===== src/rtl/aidc_lite_pkg.sv =====
// Shared constants and types for the AIDC-Lite sign-reduction datapath.
package aidc_lite_pkg;

  localparam int unsigned AIDC_LITE_WORDS_PER_PKT = 16;
  localparam int unsigned AIDC_LITE_BEATS_PER_PKT = 32;
  localparam int unsigned AIDC_LITE_LANE_W        = 16;
  localparam int unsigned AIDC_LITE_CODE_W        = 8;
  localparam int unsigned AIDC_LITE_HDR_CODE_W    = 7;
  localparam int unsigned AIDC_LITE_MARKER_BIT    = 63;

  localparam int unsigned AIDC_LITE_WORD_W        = 64;
  localparam int unsigned AIDC_LITE_HALF_W        = AIDC_LITE_WORD_W / 2;
  localparam int unsigned AIDC_LITE_LANES         = AIDC_LITE_WORD_W / AIDC_LITE_LANE_W;
  localparam int unsigned AIDC_LITE_CNT_W         = 4;

  // Holding-register occupancy: EMPTY, upper half pending, lower half pending.
  typedef enum logic [1:0] {
    ST_EMPTY = 2'd0,
    ST_UPPER = 2'd1,
    ST_LOWER = 2'd2
  } sr_state_e;

endpackage


===== src/rtl/aidc_lite_sr_expand.sv =====
// Expands one 32-bit compressed half into a 64-bit beat of four sign-extended
// 16-bit lanes. With first_i set, lane 3 is the 7-bit header code (bit 31 is
// the compressed-marker flag and is not part of the lane value).
module aidc_lite_sr_expand
  import aidc_lite_pkg::*;
(
  input  logic [AIDC_LITE_HALF_W-1:0] half_i,
  input  logic                        first_i,
  output logic [AIDC_LITE_WORD_W-1:0] beat_o
);

  // Per-lane sign extension, header lane override for beat 0.
  always_comb begin
    beat_o = '0;
    for (int unsigned i = 0; i < AIDC_LITE_LANES; i++) begin
      beat_o[i*AIDC_LITE_LANE_W +: AIDC_LITE_LANE_W] =
        {{(AIDC_LITE_LANE_W-AIDC_LITE_CODE_W){half_i[i*AIDC_LITE_CODE_W + AIDC_LITE_CODE_W-1]}},
         half_i[i*AIDC_LITE_CODE_W +: AIDC_LITE_CODE_W]};
    end
    if (first_i) begin
      beat_o[AIDC_LITE_WORD_W-1 -: AIDC_LITE_LANE_W] =
        {{(AIDC_LITE_LANE_W-AIDC_LITE_HDR_CODE_W){half_i[AIDC_LITE_HALF_W-2]}},
         half_i[AIDC_LITE_HALF_W-2 -: AIDC_LITE_HDR_CODE_W]};
    end
  end

endmodule


===== src/rtl/aidc_lite_decomp_sr.sv =====
// Sign-reduction decompressor: 16 compressed words in, 32 raw beats out.
// One holding register; each held word is emitted as its upper then lower beat.
module aidc_lite_decomp_sr
  import aidc_lite_pkg::*;
(
  input  logic                        clk,
  input  logic                        rst,
  input  logic                        valid_i,
  output logic                        ready_o,
  input  logic                        sop_i,
  input  logic                        eop_i,
  input  logic [AIDC_LITE_WORD_W-1:0] data_i,
  output logic                        valid_o,
  input  logic                        ready_i,
  output logic                        sop_o,
  output logic                        eop_o,
  output logic [AIDC_LITE_WORD_W-1:0] data_o,
  output logic                        err_o
);

  sr_state_e                   state_q, state_d;
  logic [AIDC_LITE_WORD_W-1:0] data_q, data_d;
  logic                        sop_q, sop_d;
  logic                        eop_q, eop_d;
  logic                        err_q, err_d;
  logic [AIDC_LITE_CNT_W-1:0]  cnt_q, cnt_d;
  logic                        in_pkt_q, in_pkt_d;
  logic                        err_acc_q, err_acc_d;

  logic                        full;
  logic                        half;
  logic                        accept;
  logic                        load;
  logic                        take;
  logic                        word_err;
  logic [AIDC_LITE_HALF_W-1:0] half_sel;

  assign full    = (state_q != ST_EMPTY);
  assign half    = (state_q == ST_LOWER);
  assign ready_o = !full | (half & ready_i);
  assign accept  = valid_i & ready_o;
  // Non-sop words outside a packet are accepted but never loaded.
  assign load    = accept & (sop_i | in_pkt_q);
  assign take    = full & ready_i;

  // Packet tracking: word count, in-packet flag and accumulated error.
  always_comb begin
    cnt_d     = cnt_q;
    in_pkt_d  = in_pkt_q;
    err_acc_d = err_acc_q;
    word_err  = 1'b0;
    if (load) begin
      if (sop_i) begin
        cnt_d     = AIDC_LITE_CNT_W'(1);
        in_pkt_d  = 1'b1;
        // A sop that interrupts an open packet taints the new packet.
        err_acc_d = in_pkt_q | ~data_i[AIDC_LITE_MARKER_BIT];
        word_err  = 1'b1;
      end else begin
        cnt_d    = cnt_q + AIDC_LITE_CNT_W'(1);
        word_err = err_acc_q | (cnt_q != AIDC_LITE_CNT_W'(AIDC_LITE_WORDS_PER_PKT-1));
      end
      if (eop_i) begin
        in_pkt_d = 1'b0;
      end
    end
  end

  // Holding register occupancy and contents.
  always_comb begin
    state_d = state_q;
    data_d  = data_q;
    sop_d   = sop_q;
    eop_d   = eop_q;
    err_d   = err_q;
    case (state_q)
      ST_EMPTY: if (load) state_d = ST_UPPER;
      ST_UPPER: if (take) state_d = ST_LOWER;
      ST_LOWER: if (take) state_d = load ? ST_UPPER : ST_EMPTY;
      default:  state_d = ST_EMPTY;
    endcase
    if (load) begin
      data_d = data_i;
      sop_d  = sop_i;
      eop_d  = eop_i;
      err_d  = eop_i & word_err;
    end
  end

  // State registers with synchronous reset.
  always_ff @(posedge clk) begin
    if (rst) begin
      state_q   <= ST_EMPTY;
      data_q    <= '0;
      sop_q     <= 1'b0;
      eop_q     <= 1'b0;
      err_q     <= 1'b0;
      cnt_q     <= '0;
      in_pkt_q  <= 1'b0;
      err_acc_q <= 1'b0;
    end else begin
      state_q   <= state_d;
      data_q    <= data_d;
      sop_q     <= sop_d;
      eop_q     <= eop_d;
      err_q     <= err_d;
      cnt_q     <= cnt_d;
      in_pkt_q  <= in_pkt_d;
      err_acc_q <= err_acc_d;
    end
  end

  assign half_sel = half ? data_q[AIDC_LITE_HALF_W-1:0]
                         : data_q[AIDC_LITE_WORD_W-1:AIDC_LITE_HALF_W];

  aidc_lite_sr_expand u_expand (
    .half_i  (half_sel),
    .first_i (sop_q & !half),
    .beat_o  (data_o)
  );

  assign valid_o = full;
  assign sop_o   = full & sop_q & !half;
  assign eop_o   = full & eop_q & half;
  assign err_o   = eop_o & err_q;

endmodule


===== config.mk =====
export PLATFORM = sky130hd
export DESIGN_NAME = aidc_lite_decomp_sr
export DESIGN_NICKNAME = d
export VERILOG_FILES = /design/src/rtl/aidc_lite_pkg.sv /design/src/rtl/aidc_lite_sr_expand.sv /design/src/rtl/aidc_lite_decomp_sr.sv
export SDC_FILE = /design/constraint.sdc
export NUM_CORES = 1
export LEC_CHECK = 0
export ABC_AREA = 1
export CAP_MARGIN = 20
export CORE_MARGIN = 2
export CORE_UTILIZATION = 39
export DETAILED_ROUTE_END_ITERATION = 6
export HOLD_SLACK_MARGIN = 0.02
export PLACE_DENSITY = 0.75
export SLEW_MARGIN = 20
export SYNTH_ARGS = -nofsm -noshare
export SYNTH_HDL_FRONTEND = slang
export SYNTH_HIERARCHICAL = 1
export SYNTH_SLANG_ARGS = --single-unit

===== constraint.sdc =====
create_clock -name clk -period 2.7 [get_ports clk]
set_input_delay 0.675 -clock clk [delete_from_list [all_inputs] [get_ports clk]]
set_output_delay 0.675 -clock clk [all_outputs]
set_load 0.005 [all_outputs]

==> summary.txt, run 1 <==
Detailed routing
  • DRC: 0
  • First-pass iteration count of the detailed router: 4
  • Wire per inst: around 12 µm
  • Vias/cell: ~4.5
  • DRT Wirelength: 9010 µm
  • Routed via count: 3301
  • Detail Route Antenna Nets: 0
  • DR iter-0 viols: between 70 and 80

Layout
  • Final instance area: 5090 µm²
  • Final nets: 669
  • Share of layout cells above drive strength 1: a little under a tenth
  • P&R area growth vs syn: 36.3%
  • Diodes inserted: 0

GRT
  • Initial antenna violation count: 0
  • GRT Resource Usage Total: 16.6%
  • First-pass GRT wire length: roughly 14000 µm
  • Vias in the first global route: between 2000 and 3000
  • Pin count of the biggest net entering global routing: 37
  • Total gr overflow: 0

Synthesis
  • Seq/Total Area, Yosys: 40.2%
  • Mapped cell area: about 3700 µm²
  • Synthesis Warnings: 6
  • Cell variety after synth: 25
  • Commonest register cell after synthesis: dfxtp_1
  • Syn avg cell area: 7.16 µm²
  • Cells after Synth: between 500 and 600
  • Post-Syn Nets: 593
  • Async SR Flop Fraction: 0%
  • Seq cells post-synth: 75
  • Post-synth EDFFs: 0

Clock tree
  • Num CTS Buffers: 9
  • Root Driver: clkbuf_8
  • Hold-fix buffers, CTS: 0
  • Largest buffer count on any clock path: 2
  • Clock Latency Late Sink: approximately 0.35 ns
  • Sink Count: 75
  • Clk pin slew, worst setup/hold paths: 0.08 ns
  • Depth of the CTS H-tree: 3
  • TritonCTS clock tree: done

Pwr
  • Static leakage: roughly 2.3 nW
  • Internal power: between 2 and 2.5 mW
  • Switching share of power: between 20% and 30%
  • Comb pwr share: 22.3%
  • Clk network pwr share: a little over a third
  • Peak VDD IR: 279 µV
  • Reg power frac: ~43%
  • PD cells: ~580 nW/µm²
  • P_sw: roughly 0.75 mW

STA
  • Period utilization: between 90% and 100%
  • Setup Viol. Count Final: 0
  • Hold Fails Final Rpt: 0
  • Skew final: around 0.0075 ns
  • Fin. max-slew vios: 0
  • Worst rel slew slack: 74.6%
  • Worst Tran Pin Value: 0.381 ns
  • WHS: between 0.4 and 0.5 ns
  • Crit path time final: about 2.6 ns
  • Achievable frequency: about 390 MHz

Worst setup path
  • WP data required: slightly above 2 ns
  • WP buf/inv: 3
  • Maximum fanout along the worst path: 14
  • Slowest CP cell: clkdlybuf4s50_1
  • CP Capture Type: output pin
  • Crit-path cells: inv_1 -> nor2_4 -> buf_8 -> nand2_1 -> nand2_2 -> clkdlybuf4s50_1
  • Startpoint types: flip-flop
  • Arrival time worst endpoint: ~1.9 ns
  • CP top delay family: buffers and inverters
  • CP peak stage delay: approximately 0.53 ns
  • WS Path Type: reg2out

Outcome
  • Outcome: complete, no violations

Placed design
  • Dpl hpwl: between 6000 and 7000 µm
  • PortBufs: between 100 and 150
  • Area after DPL: 4730 µm²
  • GPL Wtd Cong: 0.794

Floorplan
  • IO Count: between 100 and 150
  • Die width: between 100 and 150 µm
  • Starting density of the core: around two fifths
  • Die area: 10400 µm²
  • Row count: 35
  • Core area: between 9000 and 10000 µm²
  • Die Y-Extent: between 100 and 150 µm

Min path
  • Worst hold path type: reg2reg

Job
  • MaxCap Viol Count: 0
[registers in the layout (all words and copies together) (netlist names)]
| name | flops |
|---|---|
| data_q | 64 |
| cnt_q | 4 |
| sop_q | 1 |
| err_acc_q | 1 |
| eop_q | 1 |
| state_q | 2 |
| in_pkt_q | 1 |
| err_q | 1 |
[cells in the final DEF, fill, tap and decap left out, drive strengths merged]
master | netlist | layout
nor2 | 138 | 138
clkdlybuf4s50 | 0 | 129
nand2 | 112 | 113
dfxtp | 75 | 75
o21ai | 66 | 66
inv | 16 | 16
buf | 84 | 16
a21oi | 11 | 11
clkbuf | 6 | 10
dlymetal6s2s | 0 | 9
nand3 | 7 | 7
bufinv | 0 | 3
nor3 | 3 | 3
nand4 | 2 | 2
clkinvlp | 0 | 2
and3 | 1 | 1
ha | 1 | 1
clkinv | 0 | 1
[Yosys cell counts (3+ instances only)]
library cell	instances	area, µm²
o21ai_0	17	85.1
buf_6	13	146
o21ai_1	49	245
buf_4	63	473
inv_1	12	45.0
inv_2	4	15.0
dfxtp_1	75	1500
nor2_1	135	507
nand2_1	111	417
buf_2	7	35.0
nand3_1	3	15.0
clkbuf_1	6	22.5
a21oi_1	10	50.1
[per-layer routing]
metal | vias up | GRT usage [%] | part of all wire [%]
li1 | 1725 | - | -
met1 | 1473 | 21.6 | 47
met2 | 93 | 26.9 | 46
met3 | 10 | 5.20 | 5.8
met4 | 0 | 4.31 | 1.2
met5 | - | 0 | 0
[cells by family (layout without fill, tap and decap cells)]
group                      after synthesis  in the layout  share of synthesized area, %
DFF                                     75             75                          40.2
and+or+nand+nor                        263            264                          28.9
buffers and inverters                  106            186                          20.1
AOI/OAI and AO/OA                       77             77                          10.4
adders and majority gates                1              1                         0.335
[path summary, 6_finish.rpt]
path                                         startpoint                 endpoint  slack, ns  cells past startpoint
worst min register to register   err_acc_q$_SDFFE_PP0P_   err_acc_q$_SDFFE_PP0P_       0.46                      2
worst max register to register  state_q[1]$_SDFFE_PP0P_  data_q[48]$_SDFFE_PP0P_       1.08                      7
worst min-delay path             err_acc_q$_SDFFE_PP0P_   err_acc_q$_SDFFE_PP0P_       0.46                      2
worst max-delay path            state_q[1]$_SDFFE_PP0P_               data_o[31]       0.11                      6
[tightest hold or removal path, cell delays in order, from the launching register on]
cell	delay, ns
dfxtp_1	0.30
inv_1	0.06
a21oi_1	0.06
[timing repair]
item | 4_1_cts | 5_1_grt
setup endpoints to repair | 37 | 36
resized for setup | 11 | 18
buffers inserted | 2 | 2
cloned | 0 | 1
pin swaps | 2 | 4
[area by class of cell]
| cell class | instances | area (µm²) |
|---|---|---|
| fillers | 843 | 4190 |
| repair buffers | 154 | 1600 |
| multi-input cells | 342 | 1530 |
| flip-flops and latches | 75 | 1500 |
| well taps | 129 | 161 |
| clock buffers | 10 | 128 |
| clock inverters | 6 | 114 |
| inverters | 16 | 62.6 |
[metrics by stage]
step	worst slack, ns	setup TNS, ns	std cells	power (mW)	utilization (%)
6_report	0.108	0	732	2.94	54.9
5_1_grt	-0.0181	-0.114	732	3.08	54.9
4_1_cts	0.0138	0	729	2.95	54.0
3_5_place_dp	0.148	0	711	1.91	50.9
3_3_place_gp	0.151	0	711	1.90	50.9
2_1_floorplan	0.716	0	522	1.68	-
[power groups by stage]
stage / Combinational (mW) / Clock [mW] / Sequential, mW
6_report: 0.656 / 1.03 / 1.25
4_1_cts: 0.654 / 1.05 / 1.25
2_1_floorplan: 0.419 / 0 / 1.26
3_5_place_dp: 0.640 / 0 / 1.27
3_3_place_gp: 0.630 / 0 / 1.27
5_1_grt: 0.719 / 1.10 / 1.26
Note: power is estimated with default switching activity, not from simulation.
==> run 2: changes to the inputs <==
Settings changed: GPL_ROUTABILITY_DRIVEN from default to 0.
==> results of run 2 <==
The final DEF is identical to that of run 1; final timing and power are the same.
==> run 3: changes to the inputs <==
Clock period 2.7 ns to 2.6 ns, I/O delays scaled along.
==> run 3 against run 2 <==
  * Register-to-register slack worse by 0.02 ns
  * Wire length is 0.18% higher
  * Largest power group unchanged
  * Critical endpoint is now data_o[63]
  * First-iteration DRC count is 62% higher
  * Die area stayed put
  * Clock skew is 0.00078 ns lower
  * Via count hardly changed
  * Hold slack better by 0.0022 ns
  * Sequential power is 4% higher
  * Largest cell class unchanged
  * Power is 5.5% lower
==> summary.txt, run 3 (synthesis results as in run 1) <==
Floorplan
  • Core area: slightly above 9000 µm²
  • Die width: just over 100 µm
  • Starting density of the core: between 40% and 50%
  • Die Y-Extent: roughly 100 µm
  • Row count: 35
  • IO Count: about 140
  • Die area: 10400 µm²

Worst setup path
  • CP peak stage delay: a little over 0.5 ns
  • WP data required: approximately 2.0 ns
  • Slowest CP cell: clkdlybuf4s50_1
  • WP buf/inv: 2
  • WS Path Type: reg2out
  • R2r setup slk: about 1.1 ns
  • Critical Path Source: state_q[0]$_SDFFE_PP0P_
  • RR Endpoint: data_q[5]$_SDFFE_PP0P_
  • R2R depth: 7
  • FF-to-FF Start: state_q[1]$_SDFFE_PP0P_
  • Crit-path cells: nor2_4 -> buf_12 -> nand2_1 -> nand2_1 -> nand2_1 -> nand2_2 -> clkdlybuf4s50_1
  • Maximum fanout along the worst path: 5
  • Critical Path Most Common Cell: nand2_1
  • Logic depth of the worst path, buffers included: 7
  • CP Capture Type: output pin
  • CP top delay family: buffers and inverters
  • Arrival time worst endpoint: around 1.9 ns
  • Startpoint types: flip-flop
  • CP endpoint: data_o[63]

Pwr
  • PD cells: around 550 nW/µm²
  • Peak VDD IR: around 240 µV
  • Static leakage: 2.18 nW

Layout
  • P&R area growth vs syn: 34.3%
  • Final nets: around 670
  • Biggest register: data_q
  • Largest register FFs: between 60 and 70
  • Fill count: 932
  • Commonest non-fill, non-tap cell in the layout: clkdlybuf4s50_1
  • Fin cells: about 730
  • Share of layout cells above drive strength 1: a little under a tenth
  • Diodes inserted: 0
  • Largest regs: data_q: 64 flops, cnt_q: 4 flops, state_q: 2 flops
  • Most frequent cells in the layout: clkdlybuf4s50_1 (136), nor2_1 (135), nand2_1 (103)

GRT
  • Pin count of the biggest net entering global routing: 30
  • Initial antenna violation count: 0
  • Vias in the first global route: 3132
  • Total gr overflow: 0
  • First-pass GRT wire length: between 10000 and 15000 µm
  • GRT Resource Usage Total: between 15 and 20%

Detailed routing
  • Met2 Wirelength: roughly 4000 µm
  • Routed via count: about 3300
  • Highest metal used: met4
  • Detail Route met3 WL: between 400 and 500 µm
  • First-pass iteration count of the detailed router: 4
  • Detail Route Antenna Nets: 0
  • DRC: 0
  • DRT Wirelength: roughly 9000 µm
  • Post-Route M1 WL: approximately 4300 µm
  • Wire per inst: 12.3 µm
  • DR iter-0 viols: 125
  • Vias/cell: 4.49

Clock tree
  • Largest buffer count on any clock path: 2
  • Clk pin slew, worst setup/hold paths: 0.08 ns
  • TritonCTS clock tree: done
  • Clock Latency Late Sink: approximately 0.33 ns
  • Depth of the CTS H-tree: 3
  • Sink Count: 75
  • Num CTS Buffers: 9
  • Hold-fix buffers, CTS: 0
  • Root Driver: clkbuf_8

Placed design
  • Dpl hpwl: around 6400 µm
  • Placed insts: between 700 and 800
  • Place WS: between 0.09 and 0.1 ns
  • PortBufs: roughly 140

STA
  • Setup ws final: between 0.06 and 0.07 ns
  • Period utilization: between 90% and 100%
  • Skew final: between 0.006 and 0.007 ns
  • Crit path time final: ~2.5 ns
  • Worst rel slew slack: 71.9%
  • Post-Route Setup TNS: 0 ns
  • Fin. max-slew vios: 0
  • WHS: approximately 0.46 ns
  • Achievable frequency: about 400 MHz
  • RSZ-0062 raised after global routing: true
  • Setup Viol. Count Final: 0
  • Worst Tran Pin Value: ~0.42 ns
  • Hold Fails Final Rpt: 0

Min path
  • Worst hold path type: reg2reg
  • Hold Crit Start: err_q$_SDFFE_PP0P_

Job
  • MaxCap Viol Count: 0

Outcome
  • Outcome: complete, no violations
-- run 3: power breakdown --
group	internal [mW]	leakage (nW)	total, mW	switching (mW)
clock	0.372	0.0863	0.789	0.417
sequential	1.25	0.619	1.30	0.0507
combinational	0.391	1.48	0.689	0.298
-- run 3: per-layer routing --
metal,GRT usage [%],up-vias
met5,0,-
met4,5.33,0
met3,3.21,11
met2,27.8,84
met1,22.3,1481
li1,-,1722
-- run 3: worst reg2reg max path, cell delays in order, from the launching register on --
cell	delay, ns
dfxtp_2	0.33
buf_4	0.14
a21oi_2	0.15
buf_4	0.15
nand3_4	0.22
buf_12	0.26
nor2_1	0.13
nor2_1	0.06
-- run 3: timing repair --
action,CTS,global route
buffers inserted,5,0
setup endpoints to repair,37,45
gates cloned,1,1
resized for setup,12,5
pin swaps,2,2
-- run 3: cell type report --
type / count / area [µm²] / area share (%)
clock inverter: 4 / 26.3 / 0.524
inverter: 16 / 62.6 / 1.25
multi-input combinational: 343 / 1520 / 30.3
clock buffer: 12 / 145 / 2.89
tap: 129 / 161 / 3.22
sequential: 75 / 1500 / 30.0
timing repair buffer: 155 / 1600 / 31.8
-- run 3: worst min path at each step --
| stage | cells past startpoint | endpoint |
|---|---|---|
| final | 2 | err_q$_SDFFE_PP0P_ |
| after global routing | 2 | err_q$_SDFFE_PP0P_ |
| after CTS | 2 | sop_q$_SDFFE_PP0P_ |
| after detailed placement | 2 | sop_q$_SDFFE_PP0P_ |
| after global placement | 2 | err_acc_q$_SDFFE_PP0P_ |
| after floorplan | 2 | err_acc_q$_SDFFE_PP0P_ |
-- run 3: metrics by stage --
step                utilization, %  area, µm²  power [mW]
finish                        54.0       5020        2.78
global route                  54.0       5020        2.93
CTS                           53.8       5000        2.79
detailed placement            51.3       4760        1.99
global placement              51.3       4760        1.98
floorplan                        -       3740        1.75
